$ cat config.mk
export PLATFORM = sky130hd
export DESIGN_NAME = rom_arbiter_flat
export DESIGN_NICKNAME = d
export VERILOG_FILES = /design/src/rtl/rom_arb_pkg.sv /design/src/rtl/rom_arb_if.sv /design/src/rtl/rom_arb_policy.sv /design/src/rtl/rom_arbiter.sv /design/src/flat_wrapper.sv
export SDC_FILE = /design/constraint.sdc
export NUM_CORES = 1
export LEC_CHECK = 0
export ABC_CLOCK_PERIOD_IN_PS = 2300
export CELL_PAD_IN_SITES_DETAIL_PLACEMENT = 0
export CELL_PAD_IN_SITES_GLOBAL_PLACEMENT = 1
export CORE_UTILIZATION = 24
export DETAILED_ROUTE_END_ITERATION = 7
export PLACE_DENSITY_LB_ADDON = 0.1
export SLEW_MARGIN = 20
export SYNTH_ARGS = -nofsm -noshare
export SYNTH_HDL_FRONTEND = slang
export SYNTH_SLANG_ARGS = --single-unit
$ cat constraint.sdc
create_clock -name clk -period 2.3 [get_ports clk]
set_clock_uncertainty 0.15 [all_clocks]
set_input_delay 0.46 -clock clk [delete_from_list [all_inputs] [get_ports clk]]
set_output_delay 0.46 -clock clk [all_outputs]
set_load 0.01 [all_outputs]
$ cat src/rtl/rom_arb_pkg.sv
// Shared types and default widths for the program-ROM arbiter.
// The requester_e values double as bit indices into the one-hot grant vector.
package rom_arb_pkg;

    typedef enum logic [0:0] {
        REQ_FETCH = 1'b0,
        REQ_LOAD  = 1'b1
    } requester_e;

    localparam int ROM_ADDR_W   = 16;
    localparam int ROM_DATA_W   = 16;
    localparam int STARVE_CNT_W = 4;

endpackage

$ cat src/rtl/rom_arb_if.sv
// One requester port of the ROM arbiter: req/gnt handshake plus registered response.
// master = requester side, slave = arbiter side.
interface rom_arb_if
    import rom_arb_pkg::*;
#(
    parameter int ADDR_W = ROM_ADDR_W,
    parameter int DATA_W = ROM_DATA_W
);
    logic              req;
    logic [ADDR_W-1:0] addr;
    logic              gnt;
    logic              rvalid;
    logic [DATA_W-1:0] rdata;

    modport master (output req, addr, input  gnt, rvalid, rdata);
    modport slave  (input  req, addr, output gnt, rvalid, rdata);
endinterface

$ cat src/rtl/rom_arb_policy.sv
// Grant policy for the ROM arbiter: fixed fetch priority with a load starvation guard,
// or round-robin on contention when ROM_ARB_ROUND_ROBIN_EN is defined.
module rom_arb_policy
    import rom_arb_pkg::*;
#(
    parameter int STARVE_MAX = 4
)
(
    input  logic       clk,
    input  logic       rst_n,
    input  logic       fetch_req,
    input  logic       load_req,
    output logic [1:0] gnt_oh
);

`ifdef ROM_ARB_ROUND_ROBIN_EN

    requester_e last_gnt;

    always_comb begin
        gnt_oh = '0;
        if (rst_n) begin
            if (fetch_req && load_req) begin
                if (last_gnt == REQ_LOAD) gnt_oh[REQ_FETCH] = 1'b1;
                else                      gnt_oh[REQ_LOAD]  = 1'b1;
            end else if (fetch_req) begin
                gnt_oh[REQ_FETCH] = 1'b1;
            end else if (load_req) begin
                gnt_oh[REQ_LOAD] = 1'b1;
            end
        end
    end

    // Reset to LOAD so the first contended grant goes to fetch.
    always_ff @(posedge clk or negedge rst_n) begin
        if (!rst_n) begin
            last_gnt <= REQ_LOAD;
        end else if (gnt_oh[REQ_LOAD]) begin
            last_gnt <= REQ_LOAD;
        end else if (gnt_oh[REQ_FETCH]) begin
            last_gnt <= REQ_FETCH;
        end
    end

`else

    logic [STARVE_CNT_W-1:0] starve_cnt;
    logic [STARVE_CNT_W-1:0] starve_cnt_nxt;
    logic                    force_load;

    assign force_load = (starve_cnt == STARVE_CNT_W'(STARVE_MAX));

    always_comb begin
        gnt_oh         = '0;
        starve_cnt_nxt = starve_cnt;
        if (rst_n) begin
            if (fetch_req && !(load_req && force_load)) gnt_oh[REQ_FETCH] = 1'b1;
            else if (load_req)                          gnt_oh[REQ_LOAD]  = 1'b1;
        end
        // Count only consecutive denied cycles of a pending load; saturate at the limit.
        if (!load_req || gnt_oh[REQ_LOAD]) begin
            starve_cnt_nxt = '0;
        end else if (!force_load) begin
            starve_cnt_nxt = starve_cnt + 1'b1;
        end
    end

    always_ff @(posedge clk or negedge rst_n) begin
        if (!rst_n) starve_cnt <= '0;
        else        starve_cnt <= starve_cnt_nxt;
    end

`endif

endmodule

$ cat src/rtl/rom_arbiter.sv
// Shares the combinational program-ROM read port between instruction fetch and data load.
// Policy selected by ROM_ARB_ROUND_ROBIN_EN (see rom_arb_policy); responses arrive one cycle after grant.
module rom_arbiter
    import rom_arb_pkg::*;
#(
    parameter int ADDR_W     = ROM_ADDR_W,
    parameter int DATA_W     = ROM_DATA_W,
    parameter int STARVE_MAX = 4
)
(
    input  logic              clk,
    input  logic              rst_n,
    rom_arb_if.slave          fetch,
    rom_arb_if.slave          load,
    output logic [ADDR_W-1:0] rom_addr,
    input  logic [DATA_W-1:0] rom_data
);

    logic [1:0]        gnt_oh;
    logic              fetch_rvalid_q;
    logic              load_rvalid_q;
    logic [DATA_W-1:0] fetch_rdata_q;
    logic [DATA_W-1:0] load_rdata_q;

    rom_arb_policy #(
        .STARVE_MAX (STARVE_MAX)
    ) u_policy (
        .clk       (clk),
        .rst_n     (rst_n),
        .fetch_req (fetch.req),
        .load_req  (load.req),
        .gnt_oh    (gnt_oh)
    );

    assign fetch.gnt = gnt_oh[REQ_FETCH];
    assign load.gnt  = gnt_oh[REQ_LOAD];

    always_comb begin
        rom_addr = '0;
        if (gnt_oh[REQ_FETCH])     rom_addr = fetch.addr;
        else if (gnt_oh[REQ_LOAD]) rom_addr = load.addr;
    end

    // rdata holds between grants; rvalid is a one-cycle echo of the grant.
    always_ff @(posedge clk or negedge rst_n) begin
        if (!rst_n) begin
            fetch_rvalid_q <= 1'b0;
            load_rvalid_q  <= 1'b0;
            fetch_rdata_q  <= '0;
            load_rdata_q   <= '0;
        end else begin
            fetch_rvalid_q <= gnt_oh[REQ_FETCH];
            load_rvalid_q  <= gnt_oh[REQ_LOAD];
            if (gnt_oh[REQ_FETCH]) fetch_rdata_q <= rom_data;
            if (gnt_oh[REQ_LOAD])  load_rdata_q  <= rom_data;
        end
    end

    assign fetch.rvalid = fetch_rvalid_q;
    assign fetch.rdata  = fetch_rdata_q;
    assign load.rvalid  = load_rvalid_q;
    assign load.rdata   = load_rdata_q;

endmodule
$ cat src/flat_wrapper.sv
// flat-port wrapper written by rule: the top's interface ports become plain ports
module rom_arbiter_flat import rom_arb_pkg::*;
#(
    parameter int ADDR_W     = ROM_ADDR_W,
    parameter int DATA_W     = ROM_DATA_W,
    parameter int STARVE_MAX = 4
)
  (clk, rst_n, rom_addr, rom_data, fetch_req, fetch_addr, fetch_gnt, fetch_rvalid, fetch_rdata, load_req, load_addr, load_gnt, load_rvalid, load_rdata);
  rom_arb_if #(.ADDR_W(ADDR_W), .DATA_W(DATA_W)) fetch_i ();
  rom_arb_if #(.ADDR_W(ADDR_W), .DATA_W(DATA_W)) load_i ();
  input  logic clk;
  input  logic rst_n;
  output logic [ADDR_W-1:0] rom_addr;
  input  logic [DATA_W-1:0] rom_data;
  input wire logic [$bits(fetch_i.req)-1:0] fetch_req;
  input wire logic [$bits(fetch_i.addr)-1:0] fetch_addr;
  output wire logic [$bits(fetch_i.gnt)-1:0] fetch_gnt;
  output wire logic [$bits(fetch_i.rvalid)-1:0] fetch_rvalid;
  output wire logic [$bits(fetch_i.rdata)-1:0] fetch_rdata;
  input wire logic [$bits(load_i.req)-1:0] load_req;
  input wire logic [$bits(load_i.addr)-1:0] load_addr;
  output wire logic [$bits(load_i.gnt)-1:0] load_gnt;
  output wire logic [$bits(load_i.rvalid)-1:0] load_rvalid;
  output wire logic [$bits(load_i.rdata)-1:0] load_rdata;
  assign fetch_i.req = fetch_req;
  assign fetch_i.addr = fetch_addr;
  assign fetch_gnt = fetch_i.gnt;
  assign fetch_rvalid = fetch_i.rvalid;
  assign fetch_rdata = fetch_i.rdata;
  assign load_i.req = load_req;
  assign load_i.addr = load_addr;
  assign load_gnt = load_i.gnt;
  assign load_rvalid = load_i.rvalid;
  assign load_rdata = load_i.rdata;
  rom_arbiter #(.ADDR_W(ADDR_W), .DATA_W(DATA_W), .STARVE_MAX(STARVE_MAX)) u_core (.clk(clk), .rst_n(rst_n), .fetch(fetch_i), .load(load_i), .rom_addr(rom_addr), .rom_data(rom_data));
endmodule
### Word-level counts from Yosys, hierarchy flattened

Index checks and enable logic that the tools add are counted.
W data, S select, Z words.

| word-level totals | value |
|---|---|
| flip-flop bits (word level) | 38 |
| bits of input ports | 52 |
| output and inout bits | 52 |
| logic and storage cells | 21 |

| operators by class | value |
|---|---|
| add/subtract/negate cells | 1 |
| equal/unequal tests | 2 |
| muxes and demuxes | 8 |
| reductions and logical operators | 5 |

Operators with widths:

| kind | number |
|---|---|
| $mux W16 | 2 |
| $mux W4 | 2 |
| $add A4 B1 Y4 const B | 1 |
| $eq A4 B3 Y1 const B | 1 |
| $mux W1 | 3 |
| $logic_and A1 B1 Y1 | 2 |
| $logic_not A1 Y1 | 2 |
| $mux W2 | 1 |
| $ne A2 B1 Y1 const B | 1 |
| $logic_or A1 B1 Y1 | 1 |

### Longest topological paths before layout

| logic depth | value |
|---|---|
| depth after elaboration | 8 |
| gate-level depth with buffers | 7 |
| depth with buffers taken out | 5 |

### By module

From an unflattened synthesis, not the netlist that was laid out.

| unflattened totals | value |
|---|---|
| cells, all modules | 124 |
| area total of the unflattened synthesis | 1709.1 µm² |

Modules (own cells, without submodules):

| module | instances | cells an instance | area an instance (µm²) | sequential area each (µm²) |
|---|---|---|---|---|
| rom_arbiter | 1 | 94 | 1445.1 | 850.8 |
| rom_arb_policy | 1 | 30 | 264.0 | 100.1 |

### Least setup slack after synthesis

OpenSTA, ideal clock, no wires.

| timing path | value |
|---|---|
| kind | reg2out |
| from | reg u_core.u_policy.starve_cnt[0] |
| to | out rom_addr[10] |
| arrival time | 1578 ps |
| required time | 1690 ps |
| path slack | 112 ps |
| stages on the path, launching flop included | 8 |
| path buffers | 2 |
| path through | dfrtp_1 inv_1 ha_1 and3b_1 buf_6 a21oi_4 buf_4 a22o_1 |

| between the ends | value |
|---|---|
| elaborated cells on any way between the ends | 9 |
| classes of those cells | 1 x eq/ne; 5 x mux; 3 x reduce/logical |

RTL lines:

| item | RTL line | RTL |
|---|---|---|
| start: declaration | rom_arb_policy.sv:47 | `logic [STARVE_CNT_W-1:0] starve_cnt;` |
| start signal: assignment | rom_arb_policy.sv:70 | `else starve_cnt <= starve_cnt_nxt;` |
| $eq A4 B3 Y1 | rom_arb_policy.sv:51 | `assign force_load = (starve_cnt == STARVE_CNT_W'(STARVE_MAX));` |
| $logic_and A1 B1 Y1 | rom_arb_policy.sv:57 | `if (fetch_req && !(load_req && force_load)) gnt_oh[REQ_FETCH] = 1'b1;` |
| $logic_not A1 Y1 | rom_arb_policy.sv:57 |  |
| $logic_and A1 B1 Y1 | rom_arb_policy.sv:57 |  |
| $mux W1 | rom_arb_policy.sv:57 |  |
| $mux W2 | rom_arb_policy.sv:56 | `if (rst_n) begin` |
| named net fetch_gnt | flat_wrapper.sv:17 | `output wire logic [$bits(fetch_i.gnt)-1:0] fetch_gnt;` |
| $mux W16 | rom_arbiter.sv:40 | `if (gnt_oh[REQ_FETCH]) rom_addr = fetch.addr;` |
| end: declaration | flat_wrapper.sv:13 | `output logic [ADDR_W-1:0] rom_addr;` |

The timed path passes the listed nets, and every way through them passes these cells.

### Final worst setup path

| timing path | value |
|---|---|
| from | reg u_core.u_policy.starve_cnt[0] |
| to | out rom_addr[9] |

| between the ends | value |
|---|---|
| cells in the longest elaborated chain, start to end | 8 |
| elaborated cells on any way between the ends | 9 |
| classes of those cells | 1 x eq/ne; 5 x mux; 3 x reduce/logical |

Ends and longest elaborated chain:

| item | RTL line | RTL |
|---|---|---|
| $eq A4 B3 Y1 * | rom_arb_policy.sv:51 |  |
| $logic_and A1 B1 Y1 * | rom_arb_policy.sv:57 |  |
| $logic_not A1 Y1 * | rom_arb_policy.sv:57 |  |
| $logic_and A1 B1 Y1 * | rom_arb_policy.sv:57 |  |
| $mux W1 | rom_arb_policy.sv:57 |  |
| $mux W2 * | rom_arb_policy.sv:56 |  |
| $mux W16 | rom_arbiter.sv:41 | `else if (gnt_oh[REQ_LOAD]) rom_addr = load.addr;` |
| $mux W16 * | rom_arbiter.sv:40 |  |

Every way passes the cells marked *; elsewhere a longest branch is shown, timed or not.

==> impl_metrics.json <==
{
  "rsz0062_at_grt": "yes",
  "fin_crit_ps": 2390,
  "yosys-top-cells-count": "38 x dfrtp_1, 19 x mux2_2, 16 x a22o_1, 13 x mux2_4, 5 x nand2_1",
  "layout.nets": 298,
  "yosys_warnings": 0,
  "grtUsageMet2_pct": 26.2,
  "grt_busiest_layer": "met2",
  "hpwl_mm": 3.80,
  "violations": "setup timing",
  "grt_overflow": 0,
  "stdcell_count": 341,
  "antenna_found_initial": 0,
  "max-vdd-ir-drop_uv": 294,
  "cts_tree": "built",
  "drive_gt1_share_pct": 35.1,
  "status": "complete, but fails checks",
  "grt_pass1_vias": 1634,
  "worst_pin_slew_ps": 322,
  "p_seq_share_pct": 38.8,
  "initialDrtViolationCount": 30,
  "use_met1_pct": 14.7,
  "dp_cells": 329,
  "root_buffer": "clkbuf_8",
  "grt_use_total_pct": 14.0,
  "die_h_um": 87.3,
  "setup_ws_ps": -94.5,
  "max_freq_ghz": 0.418,
  "portBuffers": 103,
  "async_flop_share_pct": 100,
  "cts.sinks": 38,
  "synth_top_cell_by_area": "dfrtp_1",
  "start_util_pct": 25.3,
  "clock_power_share_pct": 31.7,
  "powerDensity_nw_per_um2": 691,
  "synth-edff-count": 0,
  "synthesis.area_um2": 1740,
  "finish.utilization_pct": 44.7,
  "wl_per_cell_um": 14.9,
  "finalSetupViolCount": 17,
  "total_leakage_power_nw": 1.35,
  "die_w_um": 87.3,
  "synth_nets": 173,
  "maxCapViolations": 0,
  "use_met3_pct": 4.93,
  "rows": 30,
  "ys_types": 22,
  "synth_ff_type": "dfrtp_1",
  "combPwrFrac_pct": 29.4,
  "required_ps": 1690,
  "drc_errors": 0,
  "startpoint_type": "flop",
  "p_sw_share_pct": 24.3,
  "synth.most_common_cell": "dfrtp_1",
  "insertion_delay_ps": 290,
  "vias": 1489,
  "ant_nets": 0,
  "ys_ff_latch": 38,
  "synth.top_cell.area_share_pct": 54.5,
  "num_antenna_cells": 0,
  "wl_mm": 5.07,
  "hold_slack_ps": 23.0,
  "crit_arrival_ps": 1780,
  "cp-end-kind": "output pin",
  "cts_hold_buf": 0,
  "grt_max_degree": 25,
  "dieArea_um2": 7610,
  "hold_viol": 0,
  "total_power_w": 0.00214,
  "drtPass1Iterations": 4,
  "gp_congestion": 0.824,
  "fp.coreArea_um2": 6910,
  "p_int_w": 0.00162,
  "ys_seq_area_share_pct": 54.5,
  "synth_area_leaders": "dfrtp_1 55%, mux2_2 12%, mux2_4 11%",
  "cts_htree_levels": 2,
  "cp_max_fo": 10,
  "vias_per_cell": 4.37,
  "grt_pass1_wl_mm": 7.98,
  "p_switching_w": 0.000519,
  "slew_viol_final": 0,
  "slew_headroom_pct": 78.5,
  "clkSlewWorstSetupHoldPaths_ps": 80,
  "cts_buffers": 5,
  "setup.worst_path.class": "reg -> out",
  "syn_to_final_growth_pct": 77.2,
  "syn_area_per_cell_um2": 14.7,
  "worstHoldPathType": "in -> async",
  "netlist_instances": 119,
  "io_pins": 104,
  "fin_crit_sh_pct": 104,
  "cts_buffer_depth": 2
}
-- worst paths after layout --
kind | startpoint | to | slack [ps] | cells after the start
max in group asynchronous | rst_n | u_core.fetch.rdata[8] | 1680 | 2
min in group clk | u_core.load.rdata[5] | u_core.load.rdata[5] | 360 | 1
max reg2reg | u_core.u_policy.starve_cnt[0] | u_core.fetch.rdata[14] | 280 | 7
max | u_core.u_policy.starve_cnt[0] | rom_addr[9] | -90 | 7
min | rst_n | u_core.load.rdata[5] | 20 | 2
min reg2reg | u_core.load.rdata[5] | u_core.load.rdata[5] | 360 | 1
-- logic make-up after synthesis --
| logic type | count (synthesis) | share of synthesized area, % |
|---|---|---|
| and+or+nand+nor | 15 | 4.45 |
| DFF | 38 | 54.5 |
| AOI/OAI and AO/OA | 20 | 10.0 |
| adders and majority gates | 2 | 1.43 |
| muxes | 32 | 23.5 |
| buffers and inverters | 10 | 5.09 |
| xor gates and xnor gates | 2 | 1.00 |
-- placed cells by master, fill, tap and decap left out, drive strengths merged, types with 2 or more instances in the layout --
master / netlist / final
xnor2: 2 / 2
clkbuf: 0 / 6
dfrtp: 38 / 38
clkdlybuf4s50: 0 / 84
bufinv: 0 / 2
ha: 2 / 2
nor3: 2 / 2
nand3: 2 / 2
mux2: 32 / 32
a22o: 16 / 16
nor2: 2 / 2
buf: 7 / 39
nand2: 5 / 5
a21oi: 4 / 4
inv: 3 / 3
-- state kept, by name, indices dropped and copies added (netlist names) --
register	flops
u_core.u_policy.starve_cnt	4
u_core.fetch.rdata	16
u_core.fetch.rvalid	1
u_core.load.rvalid	1
u_core.load.rdata	16
-- area by class of cell --
cell class / count / area, µm²
clock buffer: 5 / 68.8
clock inverter: 3 / 68.8
fill: 671 / 3820
inverter: 3 / 11.3
multi-input combinational: 71 / 726
sequential: 38 / 951
tap: 96 / 120
timing repair buffer: 125 / 1140
-- timing repair --
action | 4_1_cts | 5_1_grt
endpoints found under the setup margin | 18 | 17
setup buffers | 3 | 1
gates cloned | 1 | 0
pin swaps | 6 | 4
resized for setup | 75 | 3
-- power by group through the flow --
| stage | sequential [W] | combinational (W) | clock, W |
|---|---|---|---|
| finish | 0.000830 | 0.000629 | 0.000678 |
| global route | 0.000844 | 0.000673 | 0.000735 |
| detailed placement | 0.000842 | 0.000640 | 0 |
| global placement | 0.000838 | 0.000632 | 0 |
| CTS | 0.000832 | 0.000642 | 0.000711 |
| floorplan | 0.000886 | 0.000187 | 0 |
-- per-stage QoR --
step                instance area [µm²]  TNS, ps  setup slack [ps]
global placement                   2980    -5670              -367
global route                       3090    -2350              -179
finish                             3090    -1050             -94.5
CTS                                3110    -2320              -153
floorplan                          1740        0               112
detailed placement                 2980    -6040              -384
-- per-layer routing --
metal | share of wire (%) | vias to the layer above
met1 | 40 | 719
met5 | 0 | -
met4 | 0.77 | 0
met3 | 9.7 | 5
met2 | 50 | 85
li1 | - | 680
-- critical path: stages (launching register included) --
cell and delay, ps:
dfrtp_1 370, inv_2 60, ha_4 160, and3b_2 220, a21oi_4 190, clkbuf_16 190, a22o_1 160, buf_2 140
No activity file was read; power rests on OpenSTA's default activity.
